--- src/rtl/uart_pkg.sv ---
// Shared widths and encodings for the UART transmit path.
// The transmitter and its FIFO both take their sizes from here so the two
// instantiations always agree on data width and depth.
package uart_pkg;

  localparam int UART_DATA_W      = 8;
  localparam int UART_FIFO_ADDR_W = 4;
  localparam int UART_FIFO_AFULL  = 12;

  // Transmitter state encoding. It lives here so that the transmitter and
  // anything that monitors it agree on the width and the values.
  localparam int UART_TX_STATE_W = 3;

  typedef enum logic [UART_TX_STATE_W-1:0] {
    UART_TX_IDLE   = 3'd0,
    UART_TX_START  = 3'd1,
    UART_TX_DATA   = 3'd2,
    UART_TX_PARITY = 3'd3,
    UART_TX_STOP   = 3'd4
  } uart_tx_state_e;

  // Number of entries addressed by an addr_w-bit pointer.
  function automatic int fifo_depth(input int addr_w);
    return 1 << addr_w;
  endfunction

endpackage

--- src/rtl/fifo_dpram.sv ---
// Simple dual-port RAM: one write port, one registered read port with read
// enable. No reset on the array or the read register so it maps onto
// block/distributed RAM. A read and write to the same address in one cycle
// returns the old contents (read-before-write).
module fifo_dpram #(
  parameter int DATA_W = 8,
  parameter int ADDR_W = 4
) (
  input  logic              clk,
  input  logic              we,
  input  logic [ADDR_W-1:0] waddr,
  input  logic [DATA_W-1:0] wdata,
  input  logic              re,
  input  logic [ADDR_W-1:0] raddr,
  output logic [DATA_W-1:0] rdata
);

  logic [DATA_W-1:0] mem [2**ADDR_W];
  logic [DATA_W-1:0] rdata_q;

  // Write port and registered read port; the read register holds when re is low.
  always_ff @(posedge clk) begin
    if (we) begin
      mem[waddr] <= wdata;
    end
    if (re) begin
      rdata_q <= mem[raddr];
    end
  end

  assign rdata = rdata_q;

endmodule

--- src/rtl/uart_tx_fifo.sv ---
// Byte FIFO feeding the RS-232 transmitter. Host writes on the wr side; the
// transmitter pops with rd_en and sees the word on dout one cycle later.
// All status outputs are registered and reflect the state after the edge.
module uart_tx_fifo
  import uart_pkg::*;
#(
  parameter int DATA_W    = UART_DATA_W,
  parameter int ADDR_W    = UART_FIFO_ADDR_W,
  parameter int AFULL_LVL = UART_FIFO_AFULL
) (
  input  logic              clk_50mhz,
  input  logic              rst,
  input  logic              clr,
  input  logic              wr_en,
  input  logic [DATA_W-1:0] wr_data,
  output logic              full,
  output logic              almost_full,
  input  logic              rd_en,
  output logic [DATA_W-1:0] dout,
  output logic              empty,
  output logic [ADDR_W:0]   level,
  output logic              overflow,
  output logic              underflow
);

  localparam int PTR_W = ADDR_W + 1;
  localparam logic [PTR_W-1:0] AFULL_CMP = PTR_W'(AFULL_LVL);

  logic [PTR_W-1:0] wr_ptr_q, wr_ptr_d;
  logic [PTR_W-1:0] rd_ptr_q, rd_ptr_d;
  logic [PTR_W-1:0] level_q, level_d;
  logic             empty_q, empty_d;
  logic             full_q, full_d;
  logic             afull_q, afull_d;
  logic             ovf_q, ovf_d;
  logic             unf_q, unf_d;
  // Set by the first accepted read after reset; until then dout reads as
  // zero because the RAM read register itself has no reset.
  logic             dout_vld_q, dout_vld_d;

  logic             wr_acc;
  logic             rd_acc;
  logic             ram_we;
  logic             ram_re;
  logic [DATA_W-1:0] ram_rdata;

  // Accept decisions. A write while full is still accepted when a read
  // frees the slot on the same edge.
  always_comb begin
    rd_acc = rd_en & ~empty_q;
    wr_acc = wr_en & (~full_q | rd_acc);
  end

  // Next pointers, level, flags and sticky errors; clr overrides both ports.
  always_comb begin
    wr_ptr_d   = wr_ptr_q;
    rd_ptr_d   = rd_ptr_q;
    level_d    = level_q;
    ovf_d      = ovf_q;
    unf_d      = unf_q;
    dout_vld_d = dout_vld_q;
    empty_d    = empty_q;
    full_d     = full_q;
    afull_d    = afull_q;

    if (clr) begin
      wr_ptr_d = '0;
      rd_ptr_d = '0;
      level_d  = '0;
      ovf_d    = 1'b0;
      unf_d    = 1'b0;
      empty_d  = 1'b1;
      full_d   = 1'b0;
      afull_d  = 1'b0;
    end else begin
      if (wr_acc) begin
        wr_ptr_d = wr_ptr_q + PTR_W'(1);
      end
      if (rd_acc) begin
        rd_ptr_d   = rd_ptr_q + PTR_W'(1);
        dout_vld_d = 1'b1;
      end

      case ({wr_acc, rd_acc})
        2'b10:   level_d = level_q + PTR_W'(1);
        2'b01:   level_d = level_q - PTR_W'(1);
        default: level_d = level_q;
      endcase

      ovf_d = ovf_q | (wr_en & ~wr_acc);
      unf_d = unf_q | (rd_en & empty_q);

      empty_d = (wr_ptr_d == rd_ptr_d);
      full_d  = (wr_ptr_d[ADDR_W-1:0] == rd_ptr_d[ADDR_W-1:0]) &&
                (wr_ptr_d[ADDR_W] != rd_ptr_d[ADDR_W]);
      afull_d = (level_d >= AFULL_CMP);
    end
  end

  // State registers; reset returns the FIFO to empty and discards contents.
  always_ff @(posedge clk_50mhz or posedge rst) begin
    if (rst) begin
      wr_ptr_q   <= '0;
      rd_ptr_q   <= '0;
      level_q    <= '0;
      empty_q    <= 1'b1;
      full_q     <= 1'b0;
      afull_q    <= 1'b0;
      ovf_q      <= 1'b0;
      unf_q      <= 1'b0;
      dout_vld_q <= 1'b0;
    end else begin
      wr_ptr_q   <= wr_ptr_d;
      rd_ptr_q   <= rd_ptr_d;
      level_q    <= level_d;
      empty_q    <= empty_d;
      full_q     <= full_d;
      afull_q    <= afull_d;
      ovf_q      <= ovf_d;
      unf_q      <= unf_d;
      dout_vld_q <= dout_vld_d;
    end
  end

  // RAM port controls; a flush cycle neither stores nor updates dout.
  always_comb begin
    ram_we = wr_acc & ~clr;
    ram_re = rd_acc & ~clr;
  end

  fifo_dpram #(
    .DATA_W (DATA_W),
    .ADDR_W (ADDR_W)
  ) u_mem (
    .clk   (clk_50mhz),
    .we    (ram_we),
    .waddr (wr_ptr_q[ADDR_W-1:0]),
    .wdata (wr_data),
    .re    (ram_re),
    .raddr (rd_ptr_q[ADDR_W-1:0]),
    .rdata (ram_rdata)
  );

  assign dout        = dout_vld_q ? ram_rdata : '0;
  assign empty       = empty_q;
  assign full        = full_q;
  assign almost_full = afull_q;
  assign level       = level_q;
  assign overflow    = ovf_q;
  assign underflow   = unf_q;

endmodule

--- config.mk ---
export PLATFORM = sky130hd
export DESIGN_NAME = uart_tx_fifo
export DESIGN_NICKNAME = d
export VERILOG_FILES = /design/src/rtl/uart_pkg.sv /design/src/rtl/fifo_dpram.sv /design/src/rtl/uart_tx_fifo.sv
export SDC_FILE = /design/constraint.sdc
export NUM_CORES = 1
export LEC_CHECK = 0
export CORE_UTILIZATION = 35
export CTS_CLUSTER_DIAMETER = 200
export DETAILED_ROUTE_END_ITERATION = 7
export MAX_ROUTING_LAYER = met4
export SETUP_SLACK_MARGIN = 0.02
export SLEW_MARGIN = 10
export SYNTH_ARGS = -nofsm -noshare
export SYNTH_HDL_FRONTEND = slang
export SYNTH_HIERARCHICAL = 1
export SYNTH_SLANG_ARGS = --single-unit
export TNS_END_PERCENT = 100
--- constraint.sdc ---
create_clock -name clk_50mhz -period 2.6 [get_ports clk_50mhz]
set_input_delay 0.78 -clock clk_50mhz [delete_from_list [all_inputs] [get_ports clk_50mhz]]
set_output_delay 0.78 -clock clk_50mhz [all_outputs]
set_load 0.02 [all_outputs]
==> impl_metrics.toml <==
[worst_setup_path]
regToRegSetupSlack_ps = 260
crit_family = "buffers and inverters"
worstPathMaxFanout = 9
crit_path_max_incr_delay_ps = 670
cp_cell_sequence = "clkdlybuf4s50_1"
rr_startpoint = "empty"
worstSetupPathType = "reg2out"
arrival_ps = 1640
cp.required_ps = 1820
reg2reg_to = "almost_full"
worstSetupEndpointType = "primary output"
critPathBufInv = 1
reg2reg_depth = 11
cp-start-kind = "flop"
worst_path_max_delay_cell = "clkdlybuf4s50_1"

[cells_and_area]
final_core_util = 0.440
finalNetCount = 449
area_delta_synth_final_pct = 22.2
layout-drive-gt1-share = 0.236
fin_cells = 673
antenna_cells = 0
nFillCells = 1584

[placed_design]
dp_cells = 641
dp_hpwl_um = 8520
gp_congestion = 0.801
port_buffers = 30

[power]
peakVddDrop_uv = 471
finalPower_w = 0.00610
leakage_nw = 2.77
powerDensity_nw_per_um2 = 765

[yosys]
async_flop_share = 0.134
syn_avg_cell_area_um2 = 18.0
ys_seq_elements = 157
synthDistinctLibCells = 48
yosys_warnings = 6
synth_area_um2 = 6530
ys.flop_type = "edfxtp_1"
synth-edff-count = 136
yosysSeqAreaShare = 0.706
syn_nets = 381
synthCells = 363

[drt]
drc = 3
wl_per_cell_um = 19.4
wl_um = 13100
drt_pass1_iterations = 6
ant_nets = 0
dr_total_vias = 3379
routed_via_density = 5.02
drt_iter0_drc = 215

[timing]
hold_viol = 0
min_period_over_period = 0.931
worst_pin_slew_ps = 773
fin_crit_ps = 2420
slew_violations = 0
relSlewSlack = 0.484
fmax_ghz = 0.413
rsz0062_at_grt = "no"
finClkSkew_ps = 9.24
setup_viol = 0

[die]
die_area_um2 = 19200
die_h_um = 139
start_util = 0.360
core_um2 = 18100
rows = 49
top_level_ports = 31
fp.dieW_um = 139

[global_routing]
grt_max_degree = 35
grt_pass1_vias = 3513
grt_pass1_wl_um = 20400
antenna_found_initial = 0
groute.usage.overall = 0.150
grt_overflow = 0

[clock_network]
clk_pin_slew_worst_paths_ps = 60
ctsHoldBuffers = 0
cts_buffers = 17
clock_path_buffers = 2
cts_sinks = 157
clock_latency_ps = 420
h-tree-depth = 4
cts_root_buf = "clkbuf_16"
cts_tree = "built"

[run]
drv_cap = 0

[hold_path]
worstHoldStart = "underflow"
min_to = "underflow"
worstHoldPathCells = 2
hp-class = "reg2reg"

[outcome]
violations = "DRC"
status = "complete, but fails checks"
-- synthesized netlist by cell type, types with 2 or more instances --
library cell	n	area (um2)
nand4_1	3	18.8
a21oi_1	6	30.0
dfrtp_1	20	500
buf_6	4	45.0
nor3_1	5	25.0
and2_1	9	56.3
mux2i_1	3	30.0
nor2_1	32	120
nand3b_1	3	22.5
o21a_1	2	15.0
xor2_1	10	87.6
o21ai_0	4	20.0
xnor2_1	9	78.8
nand2_1	14	52.6
clkbuf_1	2	7.51
nand3_1	2	10.0
mux4_1	14	368
buf_4	2	15.0
o22ai_1	2	12.5
a22oi_1	16	120
nand2b_1	4	25.0
buf_2	7	35.0
clkdlybuf4s25_2	3	30.0
ha_1	5	62.6
mux4_2	18	405
a31oi_1	2	12.5
edfxtp_1	136	4080
inv_1	6	22.5
-- report_power, final --
group | total [W] | switching [W] | leakage [nW] | internal, W
Sequential | 0.00286 | 0.0000647 | 1.50 | 0.00279
Combinational | 0.000550 | 0.000271 | 0.953 | 0.000279
Clock | 0.00270 | 0.00105 | 0.312 | 0.00164
Total | 0.00610 | 0.00139 | 2.77 | 0.00471
-- area by class of cell --
cell class | instances | area [um2] | share of cell area
well taps | 229 | 287 | 0.0359
flip-flops and latches | 157 | 4610 | 0.578
multi-input cells | 180 | 1790 | 0.224
repair buffers | 68 | 603 | 0.0756
clock buffers | 17 | 425 | 0.0533
clock inverters | 15 | 226 | 0.0284
inverters | 7 | 33.8 | 0.00423
-- routing by layer --
| metal | part of all wire | vias to the layer above | GRT usage | wire (um) |
|---|---|---|---|---|
| met5 | 0 | - | - | 0 |
| met4 | 0.025 | 0 | 0.0520 | 332 |
| met3 | 0.056 | 19 | 0.0397 | 726 |
| met2 | 0.48 | 82 | 0.230 | 6220 |
| met1 | 0.44 | 1705 | 0.193 | 5780 |
| li1 | - | 1573 | - | - |
-- logic make-up (layout without fill, tap and decap cells) --
kind of cell,after synthesis,count (layout),synth area share
compound gates,37,37,0.0393
xor+xnor,20,20,0.0280
fa+ha+maj,5,5,0.00958
mux,36,36,0.126
simple gates,82,82,0.0644
flops,157,157,0.706
buf+inv,26,107,0.0261
-- worst max-delay path by stage --
stage,startpoint,endpoint,slack [ps],cells after the start
after floorplan,rd_en,almost_full,-10,13
after global placement,rd_en,almost_full,-440,12
after detailed placement,rd_en,almost_full,-420,12
after CTS,rd_en,almost_full,20,12
after global routing,empty,almost_full,90,11
final,full,full,180,1
-- sequential cells by signal (all words and copies together), names as in the netlist --
signal / cells
dout_vld_q: 1
wr_ptr_q: 5
u_mem/rdata: 8
empty: 1
full: 1
u_mem/mem: 128
almost_full: 1
overflow: 1
rd_ptr_q: 5
level: 5
underflow: 1
-- per-stage QoR --
stage | TNS, ps | hold slack [ps] | setup WS, ps | instance area (um2)
6_report | 0 | 511 | 179 | 7980
5_1_grt | 0 | 565 | 86.9 | 7980
4_1_cts | 0 | 513 | 20.4 | 7970
3_5_place_dp | -28900 | 492 | -421 | 7320
3_3_place_gp | -26290 | 488 | -437 | 7320
2_1_floorplan | -13.2 | 523 | -13.2 | 6580
-- placed cells by master, fill, tap and decap left out, drive strengths merged, types with 3 or more instances in the layout --
master,synthesis,layout
clkdlybuf4s50,0,28
clkinv,0,3
a22oi,16,16
inv,7,13
xor2,11,11
ha,5,5
bufinv,0,4
buf,14,38
clkbuf,2,17
nand2b,4,4
dfrtp,20,20
nor3,5,5
nand3b,3,3
nand4,4,4
edfxtp,136,136
mux4,32,32
nand2,14,14
and2,9,9
xnor2,9,9
o21ai,4,4
a21oi,7,7
nor2,32,32
mux2i,4,4
-- repair_timing --
item | 4_1_cts | 5_1_grt
resized for setup | 0 | 2
setup buffers | 0 | 0
endpoints found under the hold margin | 0 | 0
setup endpoints to repair | 0 | 11
(Power assumes the default switching activity.)
